### src/rtl/mem_port_arbiter.sv
// Arbiter sharing one single-ported memory between instruction fetch and the
// data stage: one access at a time, latched request, timeout-protected handshake.
module mem_port_arbiter #(
   parameter int             AW       = 32,
   parameter int             DW       = 32,
   parameter int             TIMEOUT  = 64,
   parameter logic [DW-1:0]  ERR_DATA = 32'h0000_0013
) (
   input  logic          clk,
   input  logic          reset,
   input  logic          if_req,
   input  logic [AW-1:0] if_addr,
   output logic [DW-1:0] if_rdata,
   output logic          if_valid,
   input  logic          d_req,
   input  logic          d_we,
   input  logic [AW-1:0] d_addr,
   input  logic [DW-1:0] d_wdata,
   input  logic [2:0]    d_size,
   output logic [DW-1:0] d_rdata,
   output logic          d_valid,
   output logic          mem_en,
   output logic          mem_we,
   output logic [AW-1:0] mem_addr,
   output logic [DW-1:0] mem_wdata,
   output logic [2:0]    mem_size,
   input  logic [DW-1:0] mem_rdata,
   input  logic          mem_ready,
   output logic          stallF,
   output logic          stallM,
   output logic          err_timeout
);

   localparam int            CW       = $clog2(TIMEOUT);
   localparam logic [CW-1:0] CNT_LAST = CW'(TIMEOUT - 1);

   typedef enum logic [1:0] {IDLE = 2'd0, D_ACC = 2'd1, I_ACC = 2'd2} state_t;

   state_t          state_q, state_d;
   logic [AW-1:0]   addr_q, addr_d;
   logic [DW-1:0]   wdata_q, wdata_d;
   logic [2:0]      size_q, size_d;
   logic            we_q, we_d;
   logic [CW-1:0]   cnt_q, cnt_d;
   logic            err_q, err_d;
   logic            acc_s, tmo_s, done_s;
   logic [DW-1:0]   rdata_s;

   // A wait that reaches its last allowed cycle without mem_ready is forced to finish.
   assign acc_s   = (state_q != IDLE);
   assign tmo_s   = acc_s & ~mem_ready & (cnt_q == CNT_LAST);
   assign done_s  = acc_s & (mem_ready | tmo_s);
   assign rdata_s = tmo_s ? ERR_DATA : mem_rdata;

   assign if_valid    = (state_q == I_ACC) & done_s;
   assign d_valid     = (state_q == D_ACC) & done_s;
   assign if_rdata    = (state_q == I_ACC) ? rdata_s : {DW{1'b0}};
   assign d_rdata     = (state_q == D_ACC) ? rdata_s : {DW{1'b0}};
   assign mem_en      = acc_s;
   assign mem_we      = we_q & (state_q == D_ACC);
   assign mem_addr    = addr_q;
   assign mem_wdata   = wdata_q;
   assign mem_size    = size_q;
   assign stallF      = if_req & ~if_valid;
   assign stallM      = d_req & ~d_valid;
   assign err_timeout = err_q;

   // Grant selection, request latching and wait counting.
   always_comb begin
      state_d = state_q;
      addr_d  = addr_q;
      wdata_d = wdata_q;
      size_d  = size_q;
      we_d    = we_q;
      cnt_d   = cnt_q;
      err_d   = err_q | tmo_s;
      case (state_q)
         IDLE: begin
            cnt_d = {CW{1'b0}};
            if (d_req) begin
               state_d = D_ACC;
               addr_d  = d_addr;
               wdata_d = d_wdata;
               size_d  = d_size;
               we_d    = d_we;
            end else if (if_req) begin
               state_d = I_ACC;
               addr_d  = if_addr;
               size_d  = 3'b010;
               we_d    = 1'b0;
            end else begin
               state_d = IDLE;
            end
         end
         D_ACC: begin
            if (done_s) begin
               cnt_d = {CW{1'b0}};
               // The finishing data requester still holds d_req; fetch goes next.
               if (if_req) begin
                  state_d = I_ACC;
                  addr_d  = if_addr;
                  size_d  = 3'b010;
                  we_d    = 1'b0;
               end else begin
                  state_d = IDLE;
               end
            end else begin
               cnt_d = cnt_q + CW'(1);
            end
         end
         I_ACC: begin
            if (done_s) begin
               cnt_d = {CW{1'b0}};
               if (d_req) begin
                  state_d = D_ACC;
                  addr_d  = d_addr;
                  wdata_d = d_wdata;
                  size_d  = d_size;
                  we_d    = d_we;
               end else begin
                  state_d = IDLE;
               end
            end else begin
               cnt_d = cnt_q + CW'(1);
            end
         end
         default: begin
            state_d = IDLE;
            cnt_d   = {CW{1'b0}};
         end
      endcase
   end

   // State and latched-request registers with synchronous reset.
   always_ff @(posedge clk) begin
      if (reset) begin
         state_q <= IDLE;
         addr_q  <= {AW{1'b0}};
         wdata_q <= {DW{1'b0}};
         size_q  <= 3'b000;
         we_q    <= 1'b0;
         cnt_q   <= {CW{1'b0}};
         err_q   <= 1'b0;
      end else begin
         state_q <= state_d;
         addr_q  <= addr_d;
         wdata_q <= wdata_d;
         size_q  <= size_d;
         we_q    <= we_d;
         cnt_q   <= cnt_d;
         err_q   <= err_d;
      end
   end

endmodule

### config.mk
export PLATFORM = sky130hd
export DESIGN_NAME = mem_port_arbiter
export DESIGN_NICKNAME = d
export VERILOG_FILES = /design/src/rtl/mem_port_arbiter.sv
export SDC_FILE = /design/constraint.sdc
export NUM_CORES = 1
export LEC_CHECK = 0
export CAP_MARGIN = 0
export CORE_MARGIN = 2
export CORE_UTILIZATION = 35
export CTS_CLUSTER_DIAMETER = 30
export DETAILED_ROUTE_END_ITERATION = 12
export GPL_TIMING_DRIVEN = 0
export PLACE_DENSITY = 0.88
export SYNTH_ARGS = -nofsm -noshare
export SYNTH_HDL_FRONTEND = slang
export SYNTH_SLANG_ARGS = --single-unit
### constraint.sdc
create_clock -name clk -period 3.6 [get_ports clk]
set_input_delay 0.9 -clock clk [delete_from_list [all_inputs] [get_ports clk]]
set_output_delay 0.9 -clock clk [all_outputs]
set_load 0.02 [all_outputs]
==> results.ini, run 1 <==
[clock_network]
ctsHoldBuffers = 0
htree_levels = 3
clock_sinks = 77
cts_buffer_depth = 2
cts_tree = done
clk_latency_ns = 0.32
cts_root_buf = clkbuf_16
numCtsBuffers = 9
path_clk_slew_ns = 0.06

[critical_path]
cp_num_buf_inv = 3
startpoint = state_q[0]$_SDFFE_PP0P_
critPathKind = reg2out
cp_max_fo = 10
cp-end-kind = output port
slowest_stage = clkdlybuf4s50_1
cpPeakStageDelay_ns = 0.53
startpoint_type = flop
crit_chain = inv_1, ha_2, or3_4, nor2_4, nor2b_1, clkbuf_2, and2_1, clkdlybuf4s50_1
cp.arrival_ns = 2.58
r2r-start = state_q[1]$_SDFFE_PP0P_
crit_family = simple AND/OR/NAND/NOR gates
required_ns = 2.70

[route]
routedWlPerCell_um = 15.6
drt-initial-drc-count = 214
drt_first_pass_iters = 6
drc = 0
drt.antenna.violating_nets = 0
viasPerCell = 4.95
vias = 4556
routed_wl_um = 14400

[synthesis]
synth-xor-area-share_pct = 1.08
synth_top_area_cell = dfxtp_1
netlist-cell-type-count = 37
yosysWarnings = 0
netlist_instances = 490
synth-simple-area-share_pct = 27.0
synth_top_family_by_area = simple AND/OR/NAND/NOR gates
async_flop_share_pct = 0
seq_area_frac_synth_pct = 38.1
syn_avg_cell_area_um2 = 8.26
synth_top_area_share_pct = 38.1
synth_compound_area_share_pct = 17.5
synth-seq-cells = 77
synthMuxAreaShare_pct = 9.92
syn_area_um2 = 4050
synth_ff_type = dfxtp_1
yosys.area_share.adder_pct = 1.55
synth.area.top_cells = dfxtp_1 38%, nor2_1 10%, and2_1 9.4%, mux2_2 9.2%, a22oi_1 6.5%
synth_fp_nets = 632
synth_edf_count = 0

[sta]
fin_setup_tns_ns = 0
period_share_pct = 96.6
fmax_ghz = 0.288
setup_slack_ns = 0.123
tightestPinTransition_ns = 0.567
setup_viol_count_final = 0
maxSlewHeadroom_pct = 62.2
maxSlewViolCount = 0
hold_viol = 0
fin_skew_ns = 0.00974
min_period_ns = 3.48

[global_route]
grt_antenna_before_repair = 0
grt_usage_pct = 22.3
first_global_vias = 4525
grt_first_pass_wirelength_um = 22700
grt_max_degree = 14
gr-total-overflow = 0

[die]
rows = 39
dieArea_um2 = 12400
die_h_um = 112
coreArea_um2 = 11400
initial_utilization_pct = 35.6
die_w_um = 112
io_pins = 275

[final_layout]
area_growth_pct = 80.7
finish.utilization_pct = 64.4
layout-drive-gt1-share_pct = 9.38
n_antenna_cell = 0
fin_nets = 915

[placed_design]
pre_cts_slack_ns = -0.440
dp_hpwl_um = 11200
port-buffer-count = 272
routabilityCongestion = 0.851

[power]
peakVddDrop_v = 0.000275
p_leak_nw = 3.42
p_per_area_nw_per_um2 = 464

[hold_path]
hp-start = cnt_q[0]$_SDFF_PP0_
min_path_type = reg2reg

[outcome]
outcome = complete, no violations

[job]
cap_violations = 0

==> Yosys cell counts (2+ instances only) <==
cell type and n:
a211oi_1 33, a211oi_2 3, a21o_1 2, a21oi_1 6, a22oi_1 35, and2_1 61
and3_1 3, buf_2 8, clkbuf_1 33, dfxtp_1 77, ha_1 5, inv_1 6
mux2_2 33, mux2i_1 3, nand2_1 4, nand3_1 3, nor2_1 109, nor2b_1 5
nor3_1 32, nor3b_1 3, o21a_1 6, o31ai_1 2, xnor2_1 3, xor2_1 2
==> through the flow <==
step | power (W) | hold slack [ns] | instance area [um^2] | cells
2_1_floorplan | 0.00187 | 0.413 | 4050 | 490
3_3_place_gp | 0.00251 | 0.425 | 6950 | 905
3_5_place_dp | 0.00253 | 0.449 | 6950 | 905
4_1_cts | 0.00342 | 0.456 | 7240 | 921
5_1_grt | 0.00359 | 0.482 | 7320 | 921
6_report | 0.00340 | 0.448 | 7320 | 921
==> flip-flops by register name, summed over array words and instances (netlist names) <==
signal       cells
mem_size         3
cnt_q            6
state_q          2
mem_addr        32
mem_wdata       32
err_timeout      1
we_q             1
==> metal layers <==
metal / GRT usage, % / share of wire (%) / vias up
met1: 25.7 / 40 / 2059
met3: 6.64 / 7.6 / 26
met4: 7.24 / 2.6 / 0
li1: - / - / 2264
met2: 39.8 / 50 / 207
met5: 0 / 0 / -
==> cells by family (layout without fill, tap and decap cells) <==
| kind of cell | after synthesis | in the layout |
|---|---|---|
| simple gates | 225 | 225 |
| compound gates | 93 | 93 |
| flops | 77 | 77 |
| buf+inv | 49 | 337 |
| mux | 36 | 36 |
| fa+ha+maj | 5 | 5 |
| xor+xnor | 5 | 5 |
==> timing repair <==
action                     4_1_cts  5_1_grt
pin swaps                        1        0
gates cloned                     0        0
setup endpoints to repair       65       59
setup buffers                    1        0
resized for setup               32       34
==> layout by cell type, fill, tap and decap left out, drive strengths merged, types with 4 or more instances in the layout <==
| cell | Yosys | layout |
|---|---|---|
| clkdlybuf4s50 | 0 | 218 |
| and2 | 61 | 61 |
| a22oi | 35 | 35 |
| nor3 | 32 | 32 |
| nor2b | 5 | 5 |
| inv | 6 | 6 |
| dfxtp | 77 | 77 |
| buf | 10 | 13 |
| mux2 | 33 | 33 |
| dlymetal6s2s | 0 | 31 |
| clkbuf | 33 | 40 |
| o21a | 6 | 6 |
| nand2 | 4 | 4 |
| a21oi | 6 | 6 |
| dlygate4sd2 | 0 | 23 |
| a211oi | 36 | 36 |
| nor2 | 110 | 110 |
| ha | 5 | 5 |
==> path summary, 6_finish.rpt <==
check	end	slack [ns]	depth (start not counted)
setup / recovery	if_rdata[10]	0.12	8
hold / removal	cnt_q[0]$_SDFF_PP0_	0.45	1
setup reg to reg	mem_addr[23]$_SDFFE_PP0P_	1.09	8
hold reg to reg	cnt_q[0]$_SDFF_PP0_	0.45	1
==> layout make-up <==
| type | count | area, um^2 |
|---|---|---|
| tap | 143 | 179 |
| clock buffer | 10 | 229 |
| multi-input combinational | 364 | 2320 |
| sequential | 77 | 1540 |
| clock inverter | 6 | 63.8 |
| inverter | 6 | 22.5 |
| buffer | 42 | 180 |
| fill | 948 | 4050 |
| timing repair buffer | 273 | 2780 |
==> power by group <==
group / switching (W) / leakage (nW) / internal [W]
clock network: 0.000356 / 0.138 / 0.000536
logic: 0.000723 / 2.65 / 0.000685
registers: 0.0000990 / 0.636 / 0.000999
total: 0.00118 / 3.42 / 0.00222
(Power assumes the default switching activity.)
==> inputs of run 2 (changes only) <==
--- a/config.mk
+++ b/config.mk
@@ -11,7 +11,7 @@
 export CTS_CLUSTER_DIAMETER = 30
 export DETAILED_ROUTE_END_ITERATION = 12
 export GPL_TIMING_DRIVEN = 0
-export PLACE_DENSITY = 0.88
+export PLACE_DENSITY = 0.79
 export SYNTH_ARGS = -nofsm -noshare
 export SYNTH_HDL_FRONTEND = slang
 export SYNTH_SLANG_ARGS = --single-unit
==> run 2 against run 1 <==
Effect of this change: clock power grew 11%; via count is 1.8% higher; maximum frequency increased by 0.31%; die area did not move; final cell count is 0.11% higher; hold slack got worse by 0.0098 ns; combinational power about the same; clock-buffer cell count stayed put; largest power group unchanged; sequential cell count unchanged; utilization shrank 0.13 points.
==> results.ini, run 2 (synthesized netlist as in run 1, its figures left out) <==
[clock_network]
cts_root_buf = clkbuf_16
cts_tree = done
htree_levels = 3  ; unchanged
path_clk_slew_ns = 0.06  ; about the same
clk_latency_ns = 0.33  ; about the same
ctsHoldBuffers = 0  ; unchanged
numCtsBuffers = 9  ; unchanged
cts_buffer_depth = 2  ; unchanged
clock_sinks = 77  ; unchanged

[sta]
fin_skew_ns = 0.0120  ; +0.00221 ns
maxSlewHeadroom_pct = 58.8  ; -3.4 points
setup_viol_count_final = 0  ; unchanged
fmax_ghz = 0.288  ; +0.31%
rsz0062_at_grt = false
maxSlewViolCount = 0  ; unchanged
min_period_ns = 3.47  ; -0.0109 ns
period_share_pct = 96.3  ; -0.30 points
setup_slack_ns = 0.134  ; +0.0109 ns
hold_viol = 0  ; unchanged
tightestPinTransition_ns = 0.614  ; +0.0473 ns

[critical_path]
r2r_slack_ns = 1.07  ; -0.02 ns
startpoint_type = flop
crit_family = simple AND/OR/NAND/NOR gates
cp_max_fo = 10  ; unchanged
slowest_stage = clkdlybuf4s50_1
cp-end-kind = output port
cp_num_buf_inv = 3  ; unchanged
cp.arrival_ns = 2.57  ; about the same
required_ns = 2.70  ; about the same
crit_chain = inv_1, ha_2, or3_4, nor2_4, nor2b_1, clkbuf_2, and2_1, clkdlybuf4s50_1
critPathKind = reg2out
cpPeakStageDelay_ns = 0.53  ; about the same

[hold_path]
min_path_type = reg2reg

[global_route]
gr-total-overflow = 0  ; unchanged
grt_max_degree = 15  ; +1
first_global_vias = 4757  ; +5.1%
grt_usage_pct = 22.4  ; +0.057 points
grt_first_pass_wirelength_um = 23100  ; +1.4%
grt_antenna_before_repair = 0  ; unchanged

[placed_design]
routabilityCongestion = 0.948  ; +11%
dp_hpwl_um = 11700  ; +4.6%
port-buffer-count = 272  ; unchanged
dp.cells = 905  ; unchanged
pre_cts_slack_ns = -0.490  ; -0.0493 ns

[route]
drt.antenna.violating_nets = 0  ; unchanged
drt-initial-drc-count = 196  ; -8.4%
drt_first_pass_iters = 5  ; -1
routed_wl_um = 14500  ; +0.79%
vias = 4639  ; +1.8%
drc = 0  ; unchanged
viasPerCell = 5.03  ; +1.7%
routedWlPerCell_um = 15.7  ; +0.68%

[die]
io_pins = 275  ; unchanged
initial_utilization_pct = 35.6  ; unchanged
coreArea_um2 = 11400  ; unchanged
rows = 39  ; unchanged
dieArea_um2 = 12400  ; unchanged
die_w_um = 112  ; unchanged
die_h_um = 112  ; unchanged

[power]
peakVddDrop_v = 0.000267  ; -2.7%
p_per_area_nw_per_um2 = 480  ; +3.3%
finalPower_w = 0.00350  ; +3.1%
p_leak_nw = 3.15  ; -7.8%

[final_layout]
n_antenna_cell = 0  ; unchanged
fillers = 1010  ; +6.5%
fin_nets = 916  ; +0.11%
layout_commonest_cell = clkdlybuf4s50_1
layout-drive-gt1-share_pct = 9.88  ; +0.50 points
final_cell_mix = 233 x clkdlybuf4s50_1, 109 x nor2_1, 77 x dfxtp_1
area_growth_pct = 80.4
layout.cells.non_filler = 922  ; +0.11%

[job]
cap_violations = 0  ; unchanged

[outcome]
outcome = complete, no violations

[run 2: changes by cell type in the layout (fill, tap and decap cells not counted), sizes merged, moves of 2 or more]
cell           before  now
inv                 6    9
clkinvlp            2    0
clkinv              3    1
dlymetal6s2s       31   14
clkdlybuf4s50     218  233
clkbuf             40   43
[run 2: worst paths after layout]
| kind | end | depth (start not counted) | from |
|---|---|---|---|
| worst max-delay path | if_rdata[14] | 8 | state_q[0]$_SDFFE_PP0P_ |
| worst min-delay path | cnt_q[0]$_SDFF_PP0_ | 1 | cnt_q[0]$_SDFF_PP0_ |
| worst max register to register | mem_addr[2]$_SDFFE_PP0P_ | 8 | state_q[0]$_SDFFE_PP0P_ |
| worst min register to register | cnt_q[0]$_SDFF_PP0_ | 1 | cnt_q[0]$_SDFF_PP0_ |
[run 2: layout make-up]
type	instances	area [um^2]	share of cell area, %
Clock inverter	6	91.3	1.25
Buffer	42	183	2.50
Multi-Input combinational cell	364	2320	31.7
Inverter	6	22.5	0.308
Clock buffer	10	239	3.27
Sequential cell	77	1540	21.1
Tap cell	143	179	2.45
Timing Repair Buffer	274	2730	37.4
[run 2: worst register-to-register path: stages, from the launching register on]
cell and delay [ns]:
dfxtp_1 0.36, inv_1 0.10, ha_2 0.31, clkbuf_1 0.36, nand2_1 0.09, o21ai_1 0.35, clkbuf_1 0.44, a22oi_1 0.17
a211oi_1 0.26
[run 2: metrics by stage]
stage	instance area, um^2	util (%)	hold slack [ns]	setup TNS (ns)
finish	7300	64.2	0.438	0
floorplan	4050	-	0.413	0
global placement	6950	61.1	0.423	-12.16
CTS	7270	64.0	0.444	-0.00264
global route	7300	64.2	0.489	0
detailed placement	6950	61.1	0.436	-13.17
[run 2: report_power, final]
| group | internal [W] | switching (W) | total, W |
|---|---|---|---|
| registers | 0.000999 | 0.000103 | 0.00110 |
| logic | 0.000686 | 0.000724 | 0.00141 |
| clock network | 0.000632 | 0.000359 | 0.000991 |
| total | 0.00232 | 0.00119 | 0.00350 |
[run 2: metal layers]
layer,GRT usage [%],part of all wire [%],vias up
met1,25.5,40,2169
li1,-,-,2257
met4,8.40,2.5,0
met2,42.3,53,186
met3,2.99,5.1,27
met5,0,0,-
[run 2: timing repair]
item / 4_1_cts / 5_1_grt
buffers inserted: 2 / 0
gates resized for setup: 32 / 27
pin swaps: 1 / 0
setup endpoints to repair: 60 / 56
hold endpoints to repair: 0 / 0
